[config.mk]
export PLATFORM = sky130hd
export DESIGN_NAME = pla_table_engine
export DESIGN_NICKNAME = d
export VERILOG_FILES = /design/src/rtl/pla_pkg.sv /design/src/rtl/pla_table_mem.sv /design/src/rtl/pla_table_engine.sv
export SDC_FILE = /design/constraint.sdc
export NUM_CORES = 1
export LEC_CHECK = 0
export CORE_UTILIZATION = 30
export CTS_BUF_LIST = sky130_fd_sc_hd__clkbuf_4
export CTS_CLUSTER_SIZE = 40
export DETAILED_ROUTE_END_ITERATION = 10
export SYNTH_ARGS = -nofsm -noshare
export SYNTH_HDL_FRONTEND = slang
export SYNTH_SLANG_ARGS = --single-unit
[constraint.sdc]
create_clock -name clk -period 5.17 [get_ports clk]
set_input_delay 0.7755 -clock clk [delete_from_list [all_inputs] [get_ports clk]]
set_output_delay 0.7755 -clock clk [all_outputs]
set_load 0.005 [all_outputs]
[src/rtl/pla_pkg.sv]
// Shared types and default sizing for the PLA table engine.
package pla_pkg;

    typedef enum logic {
        INIT = 1'b0,
        RUN  = 1'b1
    } state_e;

    localparam int DEF_IN_W  = 5;
    localparam int DEF_OUT_W = 14;

endpackage

[src/rtl/pla_table_mem.sv]
// Single-write-port table with one registered read port (read-before-write).
module pla_table_mem #(
    parameter int ADDR_W = 5,
    parameter int DATA_W = 14
) (
    input  logic              clk,
    input  logic              rst_n,
    input  logic              we_i,
    input  logic [ADDR_W-1:0] waddr_i,
    input  logic [DATA_W-1:0] wdata_i,
    input  logic              re_i,
    input  logic [ADDR_W-1:0] raddr_i,
    output logic [DATA_W-1:0] rdata_o
);

    logic [DATA_W-1:0] mem [2**ADDR_W];
    logic [DATA_W-1:0] rdata_q;

    // NOTE: the array has no reset; the engine's INIT sweep clears it, keeping it mappable to RAM.
    always_ff @(posedge clk) begin
        if (we_i) mem[waddr_i] <= wdata_i;
    end

    // NOTE: non-blocking assignments make a same-edge read see the old word.
    always_ff @(posedge clk) begin
        if (!rst_n)    rdata_q <= '0;
        else if (re_i) rdata_q <= mem[raddr_i];
    end

    assign rdata_o = rdata_q;

endmodule

[src/rtl/pla_table_engine.sv]
// Programmable lookup table: clears itself after reset, then serves 1-cycle lookups.
// Optional macro PLA_TABLE_PARITY_EN adds per-entry even parity and a parity_err output.
module pla_table_engine
    import pla_pkg::*;
#(
    parameter int IN_W  = DEF_IN_W,
    parameter int OUT_W = DEF_OUT_W
) (
    input  logic             clk,
    input  logic             rst_n,
    input  logic             in_valid,
    output logic             in_ready,
    input  logic [IN_W-1:0]  in_vec,
    output logic             out_valid,
    input  logic             out_ready,
    output logic [OUT_W-1:0] out_vec,
    input  logic             cfg_we,
    input  logic [IN_W-1:0]  cfg_addr,
    input  logic [OUT_W-1:0] cfg_data,
    output logic             cfg_ready,
`ifdef PLA_TABLE_PARITY_EN
    output logic             parity_err,
`endif
    output logic             busy
);

`ifdef PLA_TABLE_PARITY_EN
    localparam int MEM_W = OUT_W + 1;
`else
    localparam int MEM_W = OUT_W;
`endif

    localparam logic [IN_W-1:0] CNT_ONE = 1;

    state_e            state_q, state_d;
    logic [IN_W-1:0]   cnt_q, cnt_d;
    logic              out_valid_q, out_valid_d;
    logic              lookup;
    logic              mem_we;
    logic [IN_W-1:0]   mem_waddr;
    logic [MEM_W-1:0]  mem_wdata;
    logic [MEM_W-1:0]  cfg_word;
    logic [MEM_W-1:0]  rdata;

`ifdef PLA_TABLE_PARITY_EN
    // Stored parity bit makes the XOR of the whole entry zero.
    assign cfg_word = {^cfg_data, cfg_data};
`else
    assign cfg_word = cfg_data;
`endif

    // NOTE: every output of this block gets a default first so no latch is inferred.
    always_comb begin
        state_d     = state_q;
        cnt_d       = cnt_q;
        out_valid_d = out_valid_q;
        in_ready    = 1'b0;
        cfg_ready   = 1'b0;
        busy        = 1'b0;
        lookup      = 1'b0;
        mem_we      = 1'b0;
        mem_waddr   = cnt_q;
        mem_wdata   = '0;
        case (state_q)
            INIT: begin
                busy        = 1'b1;
                mem_we      = 1'b1;
                cnt_d       = cnt_q + CNT_ONE;
                out_valid_d = 1'b0;
                if (&cnt_q) state_d = RUN;
            end
            RUN: begin
                cfg_ready = 1'b1;
                in_ready  = ~out_valid_q | out_ready;
                lookup    = in_valid & in_ready;
                mem_we    = cfg_we;
                mem_waddr = cfg_addr;
                mem_wdata = cfg_word;
                if (lookup)         out_valid_d = 1'b1;
                else if (out_ready) out_valid_d = 1'b0;
            end
        endcase
    end

    always_ff @(posedge clk) begin
        if (!rst_n) begin
            state_q     <= INIT;
            cnt_q       <= '0;
            out_valid_q <= 1'b0;
        end else begin
            state_q     <= state_d;
            cnt_q       <= cnt_d;
            out_valid_q <= out_valid_d;
        end
    end

    pla_table_mem #(
        .ADDR_W (IN_W),
        .DATA_W (MEM_W)
    ) u_mem (
        .clk     (clk),
        .rst_n   (rst_n),
        .we_i    (mem_we),
        .waddr_i (mem_waddr),
        .wdata_i (mem_wdata),
        .re_i    (lookup),
        .raddr_i (in_vec),
        .rdata_o (rdata)
    );

    assign out_valid = out_valid_q;
    assign out_vec   = rdata[OUT_W-1:0];

`ifdef PLA_TABLE_PARITY_EN
    assign parity_err = out_valid_q & (^rdata);
`endif

endmodule

==> results of run 1 <==
-- cell usage in the layout (no fill, tap or decap), types with 17 or more instances in the layout --
master and instances:
edfxtp_1 448, mux2i_1 226, clkbuf_4 176, a22oi_1 112
a21oi_1 73, buf_4 60, clkdlybuf4s50_1 45, nor2_1 36
dfxtp_1 21, and2_1 18, o21ai_0 17
-- cell families (layout without fill, tap and decap cells) --
logic type / after synthesis / after routing / share of synthesized area (%)
adders and majority gates: 2 / 2 / 0.135
muxes: 226 / 226 / 12.2
xor gates and xnor gates: 2 / 2 / 0.0947
and+or+nand+nor: 103 / 103 / 2.87
DFF: 469 / 469 / 75.0
buffers and inverters: 67 / 303 / 2.42
other: 0 / 2 / 0
AOI/OAI and AO/OA: 209 / 209 / 7.26
-- through the flow --
stage / instance area [sq um] / utilization (%)
after detailed placement: 20000 / 33.0
after CTS: 21500 / 35.4
final: 21500 / 35.4
after global placement: 20000 / 33.0
after floorplan: 18500 / -
after global routing: 21500 / 35.4
-- tightest hold or removal path: cells and delay by family, from the launching register on --
kind	cells	cell delay [ps]
AND/OR/NAND/NOR	1	100
AO/OA/AOI/OAI	1	70
flip-flops	1	310
-- sequential cells by signal (all words and copies together), names as in the netlist --
| name | count |
|---|---|
| u_mem.mem | 448 |
| u_mem.rdata_o | 14 |
| cnt_q | 5 |
| out_valid | 1 |
| state_q | 1 |
-- layer usage --
| layer | vias to the layer above | global-route usage (%) | share of wire (%) |
|---|---|---|---|
| met1 | 5165 | 18.1 | 41 |
| li1 | 4679 | - | - |
| met2 | 416 | 22.5 | 47 |
| met5 | - | 0 | 0.19 |
| met4 | 14 | 5.31 | 2.6 |
| met3 | 105 | 5.85 | 9.4 |
-- power by group through the flow --
stage	registers, mW	logic, mW	clock network (mW)
floorplan	4.23	0.221	0
global placement	4.23	0.333	0
detailed placement	4.24	0.335	0
CTS	4.15	0.336	3.05
global route	4.15	0.355	3.23
finish	4.15	0.336	2.97
-- area by class of cell --
class,instances,share of cell area (%)
antenna,2,0.0233
multi-input combinational,542,19.6
clock buffer,176,6.16
inverter,4,0.0700
tap,782,4.56
sequential,469,64.6
clock inverter,14,0.420
timing repair buffer,109,4.55
-- final timing paths --
path	from	to	slack, ps	cells past startpoint
setup / recovery	state_q	busy	1760	2
hold / removal	out_valid	out_valid	530	2
setup reg to reg	state_q	u_mem.mem[17][9]	2570	5
hold reg to reg	out_valid	out_valid	530	2
==> run summary, run 1 <==
Tcrit/Tclk final: 66.0%
CTS tree: built
Yosys top cell area share: 72.7%
Post-DR vias/cell: 4.95
# DRC: 0
Area delta synth->final: 16.0%
Via count: 10379
Final setup fails: 0
PortBufs: 46
Layout cells sized above 1: 18.9%
Status: finished clean
Worst Path Required: 4390 ps
Post-synthesis instance area: 0.0185 sq mm
CTS max path bufs: 3
Total Power: 7.46 mW
First-pass GRT wire length: 66800 um
Post CTS Setup Buffer Count: 0
Minimum clock period: 3410 ps
Net switching power figure: 1.61 mW
Post-synth EDFFs: 448
TritonRoute pass-1 iters: 5
FMAX: 293 MHz
Post-Place Setup Slack: 1560 ps
Area leader, netlist: edfxtp_1
Area of the multi-input gates: 0.00420 sq mm
Yosys reg bits: 469
Clock Latency Late Sink: 810 ps
Clk network pwr share: 39.8%
Die H: 250 um
Placer Congestion: 0.822
Die X-Extent: 250 um
Switching part of the total power: 21.6%
Critical path's top delay family: flip-flops
Synthesized area per cell: 17.2 sq um
Synth async-reset ratio: 0%
Buf/Inv on CP: 2
Library cells used by synthesis: 34
Part of the power in registers: 55.7%
Int Power: 5.85 mW
Worst Path Arrival: 2630 ps
Initial core utilization: 30.5%
Final Max Tran Viols: 0
Min Hold Slack: 529 ps
RSZ-0062 raised after global routing: no
CP max FO: 37
WL/cell: 21.8 um
GRT overflow: 0
Rel. slew slack: 19.6%
Antenna violations before repair: 8
Clk_skew: 59.6 ps
Largest net degree at the start of global routing: 82
Sequential Area: 0.0139 sq mm
Final cell count without fillers: 2098
Total Wirelength: 45800 um
Clock Sinks: 469
Sum of negative setup slack: 0 ps
Syn_nets: 1109
Main synth FF type: edfxtp_1
Post-CTS Resized: 0
H-tree depth: 3
Cells after Synth: 1078
# fillers: 5713
Cts bufs inserted: 114
Die Area: 0.0627 sq mm
Commonest cells post-synth: edfxtp_1 (448), mux2i_1 (226), a22oi_1 (112)
Root buf cell: clkbuf_4
Critical Path Max Stage Delay: 1010 ps
Site row count: 90
Hold Path Class: reg -> reg
Inst Count DP: 1906
Slowest library cell on the worst path: dfxtp_1
MaxCap Viol Count: 0
Final-report hold violation count: 0
Core area: 0.0607 sq mm
Antenna Nets Post-Route: 0
PwrDens: 348 mW/mm^2
Nets: 1271
Critical path class: reg -> out
Post-synthesis sequential area ratio: 75.0%
Leak Pwr: 7.74 nW
Worst-margin pin slew: 1210 ps
Largest cells by area after synthesis: edfxtp_1 (73%), mux2i_1 (12%), a22oi_1 (4.5%), dfxtp_1 (2.3%), a21oi_1 (2.0%)
Worst Setup End Kind: output port
Yosys warns: 0
# IOs: 47
Post-DP HPWL: 27400 um
Cts-stage hold buffer count: 0
Total GRT Usage: 14.5%
CP Launch Type: flip-flop
Clk slew on worst S/H paths: 60 ps
Peak supply drop: 0.151 mV
Worst path cell trace: inv_1, clkdlybuf4s50_1
Vias in the first global route: 10411
Initial DRC Count: 1073
Combinational power share: 4.5%
Top-count cell post-synth: edfxtp_1
Final worst slack: 1760 ps
Power figures use the tool's default switching activity.
==> run 2, diff against run 1 <==
clock period = 3.45 ns   (was 5.17 ns; I/O delays follow)
==> run 2 against run 1 <==
Net effect: routed wire length increased by 1.5%; combinational power increased by 55%; power grew 50%; first-iteration DRC count increased by 2.1%; via count grew 1.2%; sequential share of layout area decreased by 0.54 points; count of clock-buffer cells in the layout is 7 lower; register-to-register slack got worse by 1400 ps; global-route usage rose by 0.37 points; critical path depth up 1; clock skew shrank 30 ps; cell area rose by 0.84%; critical endpoint is now in_ready; largest cell class unchanged.
==> run summary, run 2 (synthesized netlist as in run 1, its figures left out) <==
Status: finished clean
Initial DRC Count: 1095
PortBufs: 46
Hold Path Class: in -> reg
# IOs: 47
Rel. slew slack: 36.2%
Cts bufs inserted: 114
Die X-Extent: 250 um
Final-report hold violation count: 0
FMAX: 361 MHz
Critical Path Max Stage Delay: 490 ps
Clock Latency Late Sink: 800 ps
Largest net degree at the start of global routing: 54
Final setup fails: 0
Final Core Density: 35.7%
Met2 GRT Util: 23.3%
Worst path cell trace: buf_4, and2_1, clkdlybuf4s50_1
Global Route met3 Usage: 3.24%
Worst Path Required: 2930 ps
Leak Pwr: 7.84 nW
Tcrit/Tclk final: 80.2%
Sum of negative setup slack: 0 ps
Layout cells sized above 1: 18.9%
WL/cell: 21.9 um
Antenna violations before repair: 2
CTS tree: built
Nets: 1281
Peak supply drop: 0.251 mV
# DRC: 0
Largest Register: u_mem.mem
Via count: 10501
Fin area: 0.0216 sq mm
GR peak layer: met2
TritonRoute pass-1 iters: 5
Inst Count DP: 1916
Clock Sinks: 469
Post-Place Setup Slack: 441 ps
Site row count: 90
Total Power: 11.2 mW
Total GRT Usage: 14.8%
CP Launch Type: flip-flop
MaxCap Viol Count: 0
GRT met1 Usage: 20.7%
Minimum clock period: 2770 ps
GRT overflow: 0
First-pass GRT wire length: 69000 um
Antenna Nets Post-Route: 0
Area delta synth->final: 17.0%
Die H: 250 um
CP max FO: 31
Clk slew on worst S/H paths: 60 ps
Final cell count without fillers: 2124
Critical path's top delay family: buffers and inverters
Clk_skew: 30.0 ps
Buf/Inv on CP: 2
# fillers: 5666
Post CTS Setup Buffer Count: 0
Post-CTS Resized: 0
Post-DR vias/cell: 4.94
Placed standard-cell area: 0.0202 sq mm
Critical path class: reg -> out
Final worst slack: 681 ps
Slowest library cell on the worst path: clkdlybuf4s50_1
Cts-stage hold buffer count: 0
Worst Path Arrival: 2250 ps
Post-DP HPWL: 28500 um
Vias in the first global route: 10579
Worst Setup End Kind: output port
Total Wirelength: 46500 um
Commonest non-fill, non-tap cells in the layout: edfxtp_1 (448), mux2i_1 (226), clkbuf_4 (169)
Most common cell after layout, fill and taps aside: edfxtp_1
H-tree depth: 3
Initial core utilization: 30.5%
Placer Congestion: 0.828
Root buf cell: clkbuf_4
RSZ-0062 raised after global routing: no
Die Area: 0.0627 sq mm
Worst-margin pin slew: 955 ps
Core area: 0.0607 sq mm
Min Hold Slack: 298 ps
Largest register FFs: 448
PwrDens: 518 mW/mm^2
CTS max path bufs: 3
Final Max Tran Viols: 0
-- run 2: cell types whose count changed in the layout (fill, tap and decap cells not counted), sizes merged --
cell and change:
buf +10, clkinv +26, diode -1, clkbuf -7, inv +1, clkinvlp -3
-- run 2: cell type report --
type | count | area (sq um) | share of cell area [%]
repair buffers | 119 | 1130 | 5.20
diodes | 1 | 2.50 | 0.0116
well taps | 782 | 978 | 4.52
flip-flops and latches | 469 | 13900 | 64.1
multi-input cells | 542 | 4200 | 19.4
clock buffers | 169 | 1270 | 5.86
clock inverters | 38 | 175 | 0.809
inverters | 4 | 15.0 | 0.0694
-- run 2: power breakdown --
| part | switching, mW | internal, mW |
|---|---|---|
| clock network | 2.16 | 2.31 |
| logic | 0.316 | 0.206 |
| registers | 0.0164 | 6.21 |
-- run 2: path summary, 6_finish.rpt --
path | slack, ps | cells past startpoint | from | end
setup reg to reg | 1120 | 5 | state_q | u_mem.mem[7][10]
hold reg to reg | 510 | 2 | out_valid | out_valid
hold / removal | 300 | 3 | in_valid | out_valid
setup / recovery | 680 | 3 | state_q | in_ready
-- run 2: layer usage --
layer	up-vias	share of wire (%)
met5	-	0
li1	4702	-
met1	5332	44
met4	0	1.6
met3	56	7.3
met2	411	47
-- run 2: worst register-to-register path: cells and delay by family, from the launching register on --
kind,cells,cell delay [ps]
compound gates,1,230
buf+inv,2,630
flops,1,470
simple gates,2,690
